File: config.mk
export PLATFORM = sky130hd
export DESIGN_NAME = mem_access_ctrl
export DESIGN_NICKNAME = d
export VERILOG_FILES = /design/src/rtl/mem_access_ctrl.sv
export SDC_FILE = /design/constraint.sdc
export NUM_CORES = 1
export LEC_CHECK = 0
export BUFFER_PORTS_ARGS = -buffer_cell sky130_fd_sc_hd__clkbuf_2
export CAP_MARGIN = 20
export CORE_AREA = 5 5 331 333
export DETAILED_ROUTE_END_ITERATION = 8
export DIE_AREA = 0 0 336 338
export PLACE_DENSITY = 0.38
export SLEW_MARGIN = 20
export SYNTH_ARGS = -nofsm -noshare
export SYNTH_HDL_FRONTEND = slang
export SYNTH_SLANG_ARGS = --single-unit
File: constraint.sdc
create_clock -name CLK -period 4.15 [get_ports CLK]
set_input_delay 0.6225 -clock CLK [delete_from_list [all_inputs] [get_ports CLK]]
set_output_delay 0.6225 -clock CLK [all_outputs]
set_load 0.02 [all_outputs]
File: src/rtl/mem_access_ctrl.sv
// -----------------------------------------------------------------------------
// mem_access_ctrl
//   Memory-access controller for a banked SRAM array of NBANK banks, each
//   2^WORD_AW x DATA_W. It arbitrates between a host port and a BIST port,
//   decodes the host address into a one-hot (active-low) bank select plus a
//   word address, and drives MEM_CE from a falling-edge delay chain. Read data
//   comes back on ODATA with a one-cycle RDATA_VLD pulse. An access that is in
//   flight when BIST_EN rises is completed before BIST takes the array.
//
// Optional feature macro: MEMCTRL_OOR_CHK_EN
//   Defined   : a host request whose bank index is >= NBANK is rejected and
//               ERR_OOR pulses for one cycle.
//   Undefined : no ERR_OOR port; such a request runs a normal window with no
//               bank selected, and a read returns zero.
//
// Ports
//   CLK, RSTN            clock, asynchronous active-low reset
//   ADDR, CE, CSB, WEB,  host request: address (bank index in the upper
//   OEB, IDATA           BANK_AW bits), strobe, select, write/read, output
//                        enable and write data
//   ODATA, RDATA_VLD     host read data and its valid pulse
//   BUSY                 controller is not idle
//   BIST_EN, BIST_MEM_*  BIST ownership and BIST-side array controls
//   MEM_*                array controls; MEM_ODATA is the concatenation of
//                        all bank outputs, bank b at [b*DATA_W +: DATA_W]
//   ERR_OOR              out-of-range pulse (only with MEMCTRL_OOR_CHK_EN)
// -----------------------------------------------------------------------------
module mem_access_ctrl #(
    parameter int DATA_W  = 8,
    parameter int WORD_AW = 10,
    parameter int NBANK   = 64,
    parameter int BANK_AW = 6,
    parameter int CE_DLY  = 2,
    parameter int RD_LAT  = 1
) (
    input  logic                      CLK,
    input  logic                      RSTN,
    input  logic [BANK_AW+WORD_AW-1:0] ADDR,
    input  logic                      CE,
    input  logic                      CSB,
    input  logic                      WEB,
    input  logic                      OEB,
    input  logic [DATA_W-1:0]         IDATA,
    output logic [DATA_W-1:0]         ODATA,
    output logic                      RDATA_VLD,
    output logic                      BUSY,
    input  logic                      BIST_EN,
    input  logic [WORD_AW-1:0]        BIST_MEM_ADDR,
    input  logic                      BIST_MEM_CE,
    input  logic                      BIST_MEM_WEB,
    input  logic [NBANK-1:0]          BIST_MEM_OEB,
    input  logic [NBANK-1:0]          BIST_MEM_CSB,
    input  logic [DATA_W-1:0]         BIST_MEM_IDATA,
    output logic [WORD_AW-1:0]        MEM_ADDR,
    output logic                      MEM_CE,
    output logic                      MEM_WEB,
    output logic [NBANK-1:0]          MEM_OEB,
    output logic [NBANK-1:0]          MEM_CSB,
    output logic [DATA_W-1:0]         MEM_IDATA,
    input  logic [NBANK*DATA_W-1:0]   MEM_ODATA
`ifdef MEMCTRL_OOR_CHK_EN
    ,
    output logic                      ERR_OOR
`endif
);

    // Access window: CE delay plus memory read latency, in cycles.
    localparam int WIN   = CE_DLY + RD_LAT;
    localparam int CNT_W = $clog2(WIN + 1);

    typedef enum logic [1:0] {
        S_IDLE   = 2'd0,
        S_ACCESS = 2'd1,
        S_DRAIN  = 2'd2,
        S_BIST   = 2'd3
    } state_t;

    // Active-low one-hot bank select; an index with no bank selects nothing.
    function automatic logic [NBANK-1:0] bank_sel_n(input logic [BANK_AW-1:0] b);
        logic [NBANK-1:0] v;
        v = '1;
        for (int i = 0; i < NBANK; i++) begin
            if (b == BANK_AW'(i)) begin
                v[i] = 1'b0;
            end else begin
                v[i] = v[i];
            end
        end
        return v;
    endfunction

    // Read data of one bank; zero when the index has no bank behind it.
    function automatic logic [DATA_W-1:0] bank_rdata(
        input logic [NBANK*DATA_W-1:0] bus,
        input logic [BANK_AW-1:0]      b
    );
        logic [DATA_W-1:0] v;
        v = '0;
        for (int i = 0; i < NBANK; i++) begin
            if (b == BANK_AW'(i)) begin
                v = bus[i*DATA_W +: DATA_W];
            end else begin
                v = v;
            end
        end
        return v;
    endfunction

    state_t              state_q, state_d;
    logic [CNT_W-1:0]    cnt_q, cnt_d;
    logic [BANK_AW-1:0]  bank_q, bank_d;
    logic                rd_q, rd_d;
    logic                ce_req_q, ce_req_d;
    logic [CE_DLY-1:0]   ce_chain_q, ce_chain_d;
    logic [WORD_AW-1:0]  mem_addr_q, mem_addr_d;
    logic                mem_web_q, mem_web_d;
    logic [NBANK-1:0]    mem_oeb_q, mem_oeb_d;
    logic [NBANK-1:0]    mem_csb_q, mem_csb_d;
    logic [DATA_W-1:0]   mem_idata_q, mem_idata_d;
    logic [DATA_W-1:0]   odata_q, odata_d;
    logic                vld_q, vld_d;
    logic                busy_q, busy_d;

    logic [BANK_AW-1:0]  bank_s;
    logic                req_s;
    logic                accept_s;

    assign bank_s = ADDR[BANK_AW+WORD_AW-1 -: BANK_AW];
    // A read without output enable is not a request at all.
    assign req_s  = CE & ~CSB & (~WEB | ~OEB);

`ifdef MEMCTRL_OOR_CHK_EN
    logic                oor_s;
    logic                err_oor_q, err_oor_d;
    assign oor_s    = ({{(32-BANK_AW){1'b0}}, bank_s} >= 32'(NBANK));
    assign accept_s = req_s & ~oor_s;
    assign err_oor_d = (state_q == S_IDLE) & ~BIST_EN & req_s & oor_s;
    assign ERR_OOR  = err_oor_q;
`else
    assign accept_s = req_s;
`endif

    // Next-state and next-output computation for the controller.
    always_comb begin
        state_d     = state_q;
        cnt_d       = cnt_q;
        bank_d      = bank_q;
        rd_d        = rd_q;
        ce_req_d    = 1'b0;
        mem_addr_d  = '0;
        mem_web_d   = 1'b1;
        mem_oeb_d   = '1;
        mem_csb_d   = '1;
        mem_idata_d = '0;
        odata_d     = odata_q;
        vld_d       = 1'b0;
        busy_d      = busy_q;
        case (state_q)
            S_IDLE: begin
                if (BIST_EN) begin
                    state_d = S_BIST;
                    busy_d  = 1'b1;
                end else if (accept_s) begin
                    state_d     = S_ACCESS;
                    cnt_d       = '0;
                    bank_d      = bank_s;
                    rd_d        = WEB;
                    ce_req_d    = 1'b1;
                    mem_addr_d  = ADDR[WORD_AW-1:0];
                    mem_web_d   = WEB;
                    mem_csb_d   = bank_sel_n(bank_s);
                    mem_oeb_d   = WEB ? bank_sel_n(bank_s) : '1;
                    mem_idata_d = IDATA;
                    busy_d      = 1'b1;
                end else begin
                    busy_d = 1'b0;
                end
            end
            S_ACCESS, S_DRAIN: begin
                if (cnt_q == CNT_W'(WIN - 1)) begin
                    // End of window: return data, release the array.
                    if (rd_q) begin
                        odata_d = bank_rdata(MEM_ODATA, bank_q);
                        vld_d   = 1'b1;
                    end else begin
                        odata_d = odata_q;
                    end
                    if ((state_q == S_DRAIN) || BIST_EN) begin
                        state_d = S_BIST;
                        busy_d  = 1'b1;
                    end else begin
                        state_d = S_IDLE;
                        busy_d  = 1'b0;
                    end
                end else begin
                    cnt_d       = cnt_q + CNT_W'(1);
                    mem_addr_d  = mem_addr_q;
                    mem_web_d   = mem_web_q;
                    mem_oeb_d   = mem_oeb_q;
                    mem_csb_d   = mem_csb_q;
                    mem_idata_d = mem_idata_q;
                    if (BIST_EN) begin
                        state_d = S_DRAIN;
                    end else begin
                        state_d = state_q;
                    end
                end
            end
            S_BIST: begin
                if (BIST_EN) begin
                    mem_addr_d  = BIST_MEM_ADDR;
                    mem_web_d   = BIST_MEM_WEB;
                    mem_oeb_d   = BIST_MEM_OEB;
                    mem_csb_d   = BIST_MEM_CSB;
                    mem_idata_d = BIST_MEM_IDATA;
                    ce_req_d    = BIST_MEM_CE;
                    busy_d      = 1'b1;
                end else begin
                    state_d = S_IDLE;
                    busy_d  = 1'b0;
                end
            end
            default: begin
                state_d = S_IDLE;
                busy_d  = 1'b0;
            end
        endcase
    end

    // Shift of the falling-edge CE delay chain.
    always_comb begin
        ce_chain_d    = ce_chain_q << 1;
        ce_chain_d[0] = ce_req_q;
    end

    // Controller state and registered outputs on the rising edge.
    always_ff @(posedge CLK or negedge RSTN) begin
        if (!RSTN) begin
            state_q     <= S_IDLE;
            cnt_q       <= '0;
            bank_q      <= '0;
            rd_q        <= 1'b0;
            ce_req_q    <= 1'b0;
            mem_addr_q  <= '0;
            mem_web_q   <= 1'b1;
            mem_oeb_q   <= '1;
            mem_csb_q   <= '1;
            mem_idata_q <= '0;
            odata_q     <= '0;
            vld_q       <= 1'b0;
            busy_q      <= 1'b0;
`ifdef MEMCTRL_OOR_CHK_EN
            err_oor_q   <= 1'b0;
`endif
        end else begin
            state_q     <= state_d;
            cnt_q       <= cnt_d;
            bank_q      <= bank_d;
            rd_q        <= rd_d;
            ce_req_q    <= ce_req_d;
            mem_addr_q  <= mem_addr_d;
            mem_web_q   <= mem_web_d;
            mem_oeb_q   <= mem_oeb_d;
            mem_csb_q   <= mem_csb_d;
            mem_idata_q <= mem_idata_d;
            odata_q     <= odata_d;
            vld_q       <= vld_d;
            busy_q      <= busy_d;
`ifdef MEMCTRL_OOR_CHK_EN
            err_oor_q   <= err_oor_d;
`endif
        end
    end

    // Falling-edge chain that places MEM_CE half a cycle off the rising edge.
    always_ff @(negedge CLK or negedge RSTN) begin
        if (!RSTN) begin
            ce_chain_q <= '0;
        end else begin
            ce_chain_q <= ce_chain_d;
        end
    end

    assign MEM_CE    = ce_chain_q[CE_DLY-1];
    assign MEM_ADDR  = mem_addr_q;
    assign MEM_WEB   = mem_web_q;
    assign MEM_OEB   = mem_oeb_q;
    assign MEM_CSB   = mem_csb_q;
    assign MEM_IDATA = mem_idata_q;
    assign ODATA     = odata_q;
    assign RDATA_VLD = vld_q;
    assign BUSY      = busy_q;

endmodule

==> metrics.csv, run 1 <==
metric,value,unit
pre-CTS WS,0.188,ns
number of synthesized flops with an enable pin,0,
Die Width,336,um
# port buffers,848,
Clk network pwr share,0.094,
dominant cell type by area after synthesis,dfstp_2,
Syn Std Cell Area,14500,um2
RD Place Congestion,0.900,
Clock H-tree levels,4,
CP cell instances,"clkinv_2, buf_12, a21o_1, o211ai_1, a21oi_1, or4_1, a31oi_1, o31ai_1",
Hold EP,MEM_ADDR[0],
Period minus WS final,3.88,ns
"Clk Latency, worst-skew pair",0.50,ns
Ports,849,
Ys Warns,0,
Die Area,114000,um2
clock buffer depth,2,
Reg power frac,0.205,
DRC Markers,0,
Setup TNS Final,0,ns
r2r setup slk,0.27,ns
DRT Wirelength,115000,um
Worst Setup End Kind,flop,
FF-to-FF End,ODATA[7],
CTS tree,done,
hold crit path type,in -> reg,
endpoints failing setup,0,
starting density of the core,0.137,
fin cells,4078,
post-route setup slack,0.274,ns
vias in the first global route,19800,
Max Cap Violations,0,
sw power,10.4,mW
RSZ-0062 raised after global routing,no,
Slew Limit Fails,0,
drt first pass iters,5,
cell count after synthesis,1897,
Final #Nets,3341,
library cells used by synthesis,85,
routed length per placed instance,28.1,um
hold path depth,3,
worst vdd ir,0.506,mV
post-synthesis async set-or-reset flop share,1.00,
#FFs+latches synth,171,
"top cells by area, synth","dfstp_2 (23%), o21ai_0 (11%), dfrtp_1 (6.9%), nor2_1 (6.7%), a31oi_1 (6.6%)",
via count,19300,
Layout Skew,0.0404,ns
fmax,0.258,GHz
placed insts,4029,
outcome,finished clean,
overflow left after global routing,0,
layout cells sized above 1,0.447,
crit-path max FO,47,
Setup Crit Path Kind,reg -> reg,
syn avg cell area,7.65,um2
post-synth top area share,0.233,
Commonest cells post-synth,"o21ai_0 (325), nor2_1 (261), a31oi_1 (154)",
die height,338,um
static leakage,8.95,nW
Switching Share,0.562,
Post-synth top flop,dfstp_2,
largest net degree at the start of global routing,72,
final hold vios,0,
Antenna Violating Nets Remaining,0,
CP max-delay cell,dfrtp_4,
row count,120,
vias per cell,4.73,
first-pass GRT wire length,155000,um
initial antenna violation count,26,
final core occ,0.199,
clock sinks,171,
sequential fraction of the synthesis area,0.306,
syn nets,2592,
period utilization,0.934,
Power Dens Cells,876,nW/um2
area growth from synthesis to layout,45.5,%
FF-to-FF path depth,8,
register clock-pin slew on the reported worst setup and hold paths,0.09,ns
worst rel slew slack,0.284,
"slowest stage delay, CP",0.91,ns
Min Hold Slack,0.382,ns
CP required,4.51,ns
Worst-Margin Slew,1.06,ns
WP data arrival,4.24,ns
drt first-iter violations,1505,
core region area,106000,um2
Total GRT Usage,0.190,
Worst Hold Launch,ADDR[0],
RR Startpoint,bank_q[0],
Gate power share,0.701,
"count leader, synth",o21ai_0,
buffers and inverters on the worst path,2,
Root Driver,clkbuf_16,
kind of cell adding the most delay to the critical path,compound AO/OA/AOI/OAI gates,
hpwl dp,94100,um
Pint,8.10,mW
Inserted Clock Buffers,17,
Resized Gates After CTS,0,
critical path launch point type,flop,
-- worst max path at each step --
stage	depth (start not counted)	end	start
after floorplan	0	MEM_CE	ce_chain_q[1]
after global placement	8	ODATA[6]	bank_q[2]
after detailed placement	7	ODATA[7]	bank_q[0]
after CTS	7	ODATA[7]	bank_q[0]
after global routing	7	ODATA[7]	bank_q[0]
final	8	ODATA[7]	bank_q[0]
-- cells by family after synthesis --
| kind of cell | synth area share |
|---|---|
| multiplexers | 0.0917 |
| buffers and inverters | 0.0669 |
| adder cells (fa/ha/maj) | 0.00345 |
| flip-flops | 0.306 |
| AND/OR/NAND/NOR | 0.171 |
| AO/OA/AOI/OAI | 0.361 |
-- power by group through the flow --
stage / Combinational [mW] / Sequential (mW) / Clock (mW)
floorplan: 7.10 / 4.34 / 0
detailed placement: 13.1 / 3.81 / 0
global route: 14.0 / 3.93 / 1.87
finish: 13.0 / 3.79 / 1.74
global placement: 13.1 / 3.80 / 0
CTS: 13.1 / 3.81 / 1.84
-- cells in the final DEF, fill, tap and decap left out, types with 12 or more instances in the layout --
cell       instances
inv_1             13
a22oi_1           12
nor2_1           258
mux2_2            46
nand2_1          106
a31oi_1          154
o31ai_1           14
buf_12            13
o221ai_1          12
dfstp_2          129
a21o_1            12
nor2b_1           12
a211oi_1          20
mux4_2            13
o22ai_1           48
mux2i_1           52
o21ai_0          325
diode_2           16
nand3_1           39
o32ai_1           12
a221oi_1          25
a21oi_1          140
buf_4             71
o211ai_1          15
dfrtp_1           34
nor3_1            26
clkbuf_16         17
clkbuf_2         847
-- routing by layer --
metal,share of wire,up-vias,track usage
met4,0.030,12,0.0620
met2,0.49,957,0.332
met5,0.00064,-,0
li1,-,8711,-
met1,0.39,9450,0.225
met3,0.083,140,0.0552
-- stage by stage --
step	instance area, um2	power (mW)
after floorplan	14500	11.4
after CTS	21100	18.8
final	21100	18.5
after detailed placement	20500	16.9
after global placement	20500	16.9
after global routing	21100	19.8
-- worst reg2reg max path, delay by kind of cell, from the launching register on --
family	cells	cell delay (ns)
compound gates	5	1.35
flops	1	0.91
buf+inv	2	0.85
simple gates	1	0.67
-- registers in the layout (all words and copies together) (netlist names) --
| signal | flops |
|---|---|
| BUSY | 1 |
| MEM_CSB | 64 |
| ce_chain_q | 2 |
| MEM_IDATA | 8 |
| state_q | 2 |
| RDATA_VLD | 1 |
| ce_req_q | 1 |
| MEM_ADDR | 10 |
| bank_q | 6 |
| MEM_WEB | 1 |
| cnt_q | 2 |
| rd_q | 1 |
| ODATA | 8 |
| MEM_OEB | 64 |
-- final cells by class --
cell class	count	area, um2
Timing Repair Buffer	934	5070
Antenna cell	16	40.0
Inverter	15	57.6
Multi-Input combinational cell	1507	9190
Sequential cell	171	4450
Tap cell	1403	1760
Clock inverter	12	126
Clock buffer	20	437
Fill cell	12300	85200
-- timing repair --
item | 4_1_cts | 5_1_grt
hold buffers | 1 | 0
setup buffers | 0 | 0
hold endpoints to repair | 1 | 0
Power figures use the tool's default switching activity.
==> run 2: changes to the inputs <==
Settings changed: CELL_PAD_IN_SITES_DETAIL_PLACEMENT set to 0, CELL_PAD_IN_SITES_GLOBAL_PLACEMENT set to 2, CORE_AREA 5 5 331 333 to 5 5 330 332, DIE_AREA 0 0 336 338 to 0 0 335 337, PLACE_DENSITY 0.38 to 0.59.
==> metrics.csv, run 2 (synthesis gave the netlist of run 1 again) <==
metric,value,unit
outcome,finished clean,
initial antenna violation count,36,
die height,337,um
CP required,4.55,ns
placed inst area,20500,um2
fin area,21200,um2
RD Place Congestion,0.877,
Clock H-tree levels,4,
CP cell instances,"buf_12, nor2b_2, buf_4, nand3_1, nand2_1, a21oi_1, a2111oi_0, a2111oi_1, nor4_1",
CP max-delay cell,dfrtp_4,
register clock-pin slew on the reported worst setup and hold paths,0.10,ns
"Clk Latency, worst-skew pair",0.49,ns
first-pass GRT wire length,162000,um
critical path launch point type,flop,
area growth from synthesis to layout,45.7,%
via count,19300,
Power Dens Cells,871,nW/um2
PnR Total Power,18.4,mW
Setup TNS Final,0,ns
final hold vios,0,
DRC Markers,0,
layout cells sized above 1,0.449,
Max Cap Violations,0,
Inserted Clock Buffers,17,
fillers,12300,
Worst-Margin Slew,1.18,ns
Antenna Violating Nets Remaining,0,
hold_buf cts,0,
Final #Nets,3341,
post-route setup slack,0.295,ns
Resized Gates After CTS,0,
starting density of the core,0.137,
Total GRT Usage,0.201,
drt first pass iters,7,
Slew Limit Fails,0,
fmax,0.259,GHz
worst rel slew slack,0.190,
Layout Skew,0.0418,ns
Ports,849,
"slowest stage delay, CP",0.77,ns
endpoints failing setup,0,
worst vdd ir,0.690,mV
hpwl dp,99500,um
core region area,106000,um2
clock buffer depth,2,
crit-path max FO,35,
Die Area,113000,um2
# port buffers,848,
static leakage,8.97,nW
RSZ-0062 raised after global routing,no,
clock sinks,171,
routed length per placed instance,29.6,um
largest net degree at the start of global routing,129,
Die Width,335,um
DRT Wirelength,121000,um
period utilization,0.929,
"commonest non-fill, non-tap cell in the layout",clkbuf_2,
most frequent cells in the layout,"clkbuf_2 (847), o21ai_0 (325), nor2_1 (258)",
overflow left after global routing,0,
Worst Setup End Kind,flop,
vias per cell,4.74,
FF-to-FF path depth,9,
CTS tree,done,
Root Driver,clkbuf_16,
pre-CTS WS,0.287,ns
Setup Crit Path Kind,reg -> reg,
WP data arrival,4.26,ns
Post-CTS Setup Bufs,0,
hold crit path type,in -> async,
vias in the first global route,19700,
row count,120,
Period minus WS final,3.86,ns
drt first-iter violations,1427,
## run 2: cell types whose count changed in the layout (fill, tap and decap cells not counted), sizes merged, moves of 2 or more
cell    delta
diode      -3
clkinv     +5
buf        +2
clkbuf     -3
## run 2: critical path: cells and delay by family, from the launching register on
family	cells	cell delay, ns
AO/OA/AOI/OAI	3	1.21
AND/OR/NAND/NOR	4	1.07
flip-flops	1	0.77
buffers and inverters	2	0.68
## run 2: layout make-up
| cell class | instances | area, um2 | area share |
|---|---|---|---|
| Multi-Input combinational cell | 1507 | 9200 | 0.435 |
| Timing Repair Buffer | 934 | 5040 | 0.238 |
| Sequential cell | 171 | 4450 | 0.210 |
| Tap cell | 1403 | 1760 | 0.0830 |
| Clock buffer | 17 | 425 | 0.0201 |
| Clock inverter | 15 | 201 | 0.00952 |
| Inverter | 15 | 56.3 | 0.00266 |
| Antenna cell | 13 | 32.5 | 0.00154 |
## run 2: metrics by stage
stage	hold WS [ns]	utilization	cells
2_1_floorplan	0.292	-	1897
3_3_place_gp	0.466	0.193	4030
3_5_place_dp	0.472	0.193	4030
4_1_cts	0.290	0.199	4062
5_1_grt	0.321	0.199	4067
6_report	0.316	0.200	4075
## run 2: worst paths after layout
kind / start / endpoint / slack [ns]
max: bank_q[0] / ODATA[4] / 0.29
min: RSTN / MEM_OEB[42] / 0.32
max reg2reg: bank_q[0] / ODATA[4] / 0.29
min reg2reg: BUSY / BUSY / 0.49
max in group asynchronous: RSTN / ce_chain_q[0] / 1.79
min in group CLK: IDATA[7] / MEM_IDATA[7] / 0.38
## run 2: power by group
group          total [mW]  switching (mW)  internal [mW]
registers            3.82           0.795           3.02
clock network        1.81           0.971          0.835
logic                12.8            8.66           4.15
## run 2: layer usage
layer  vias up  GRT usage  share of wire
li1       8717          -              -
met1      9521      0.233           0.40
met2       884      0.357           0.50
met3       151     0.0602          0.075
met4        30     0.0565          0.027
met5         -          0         0.0016
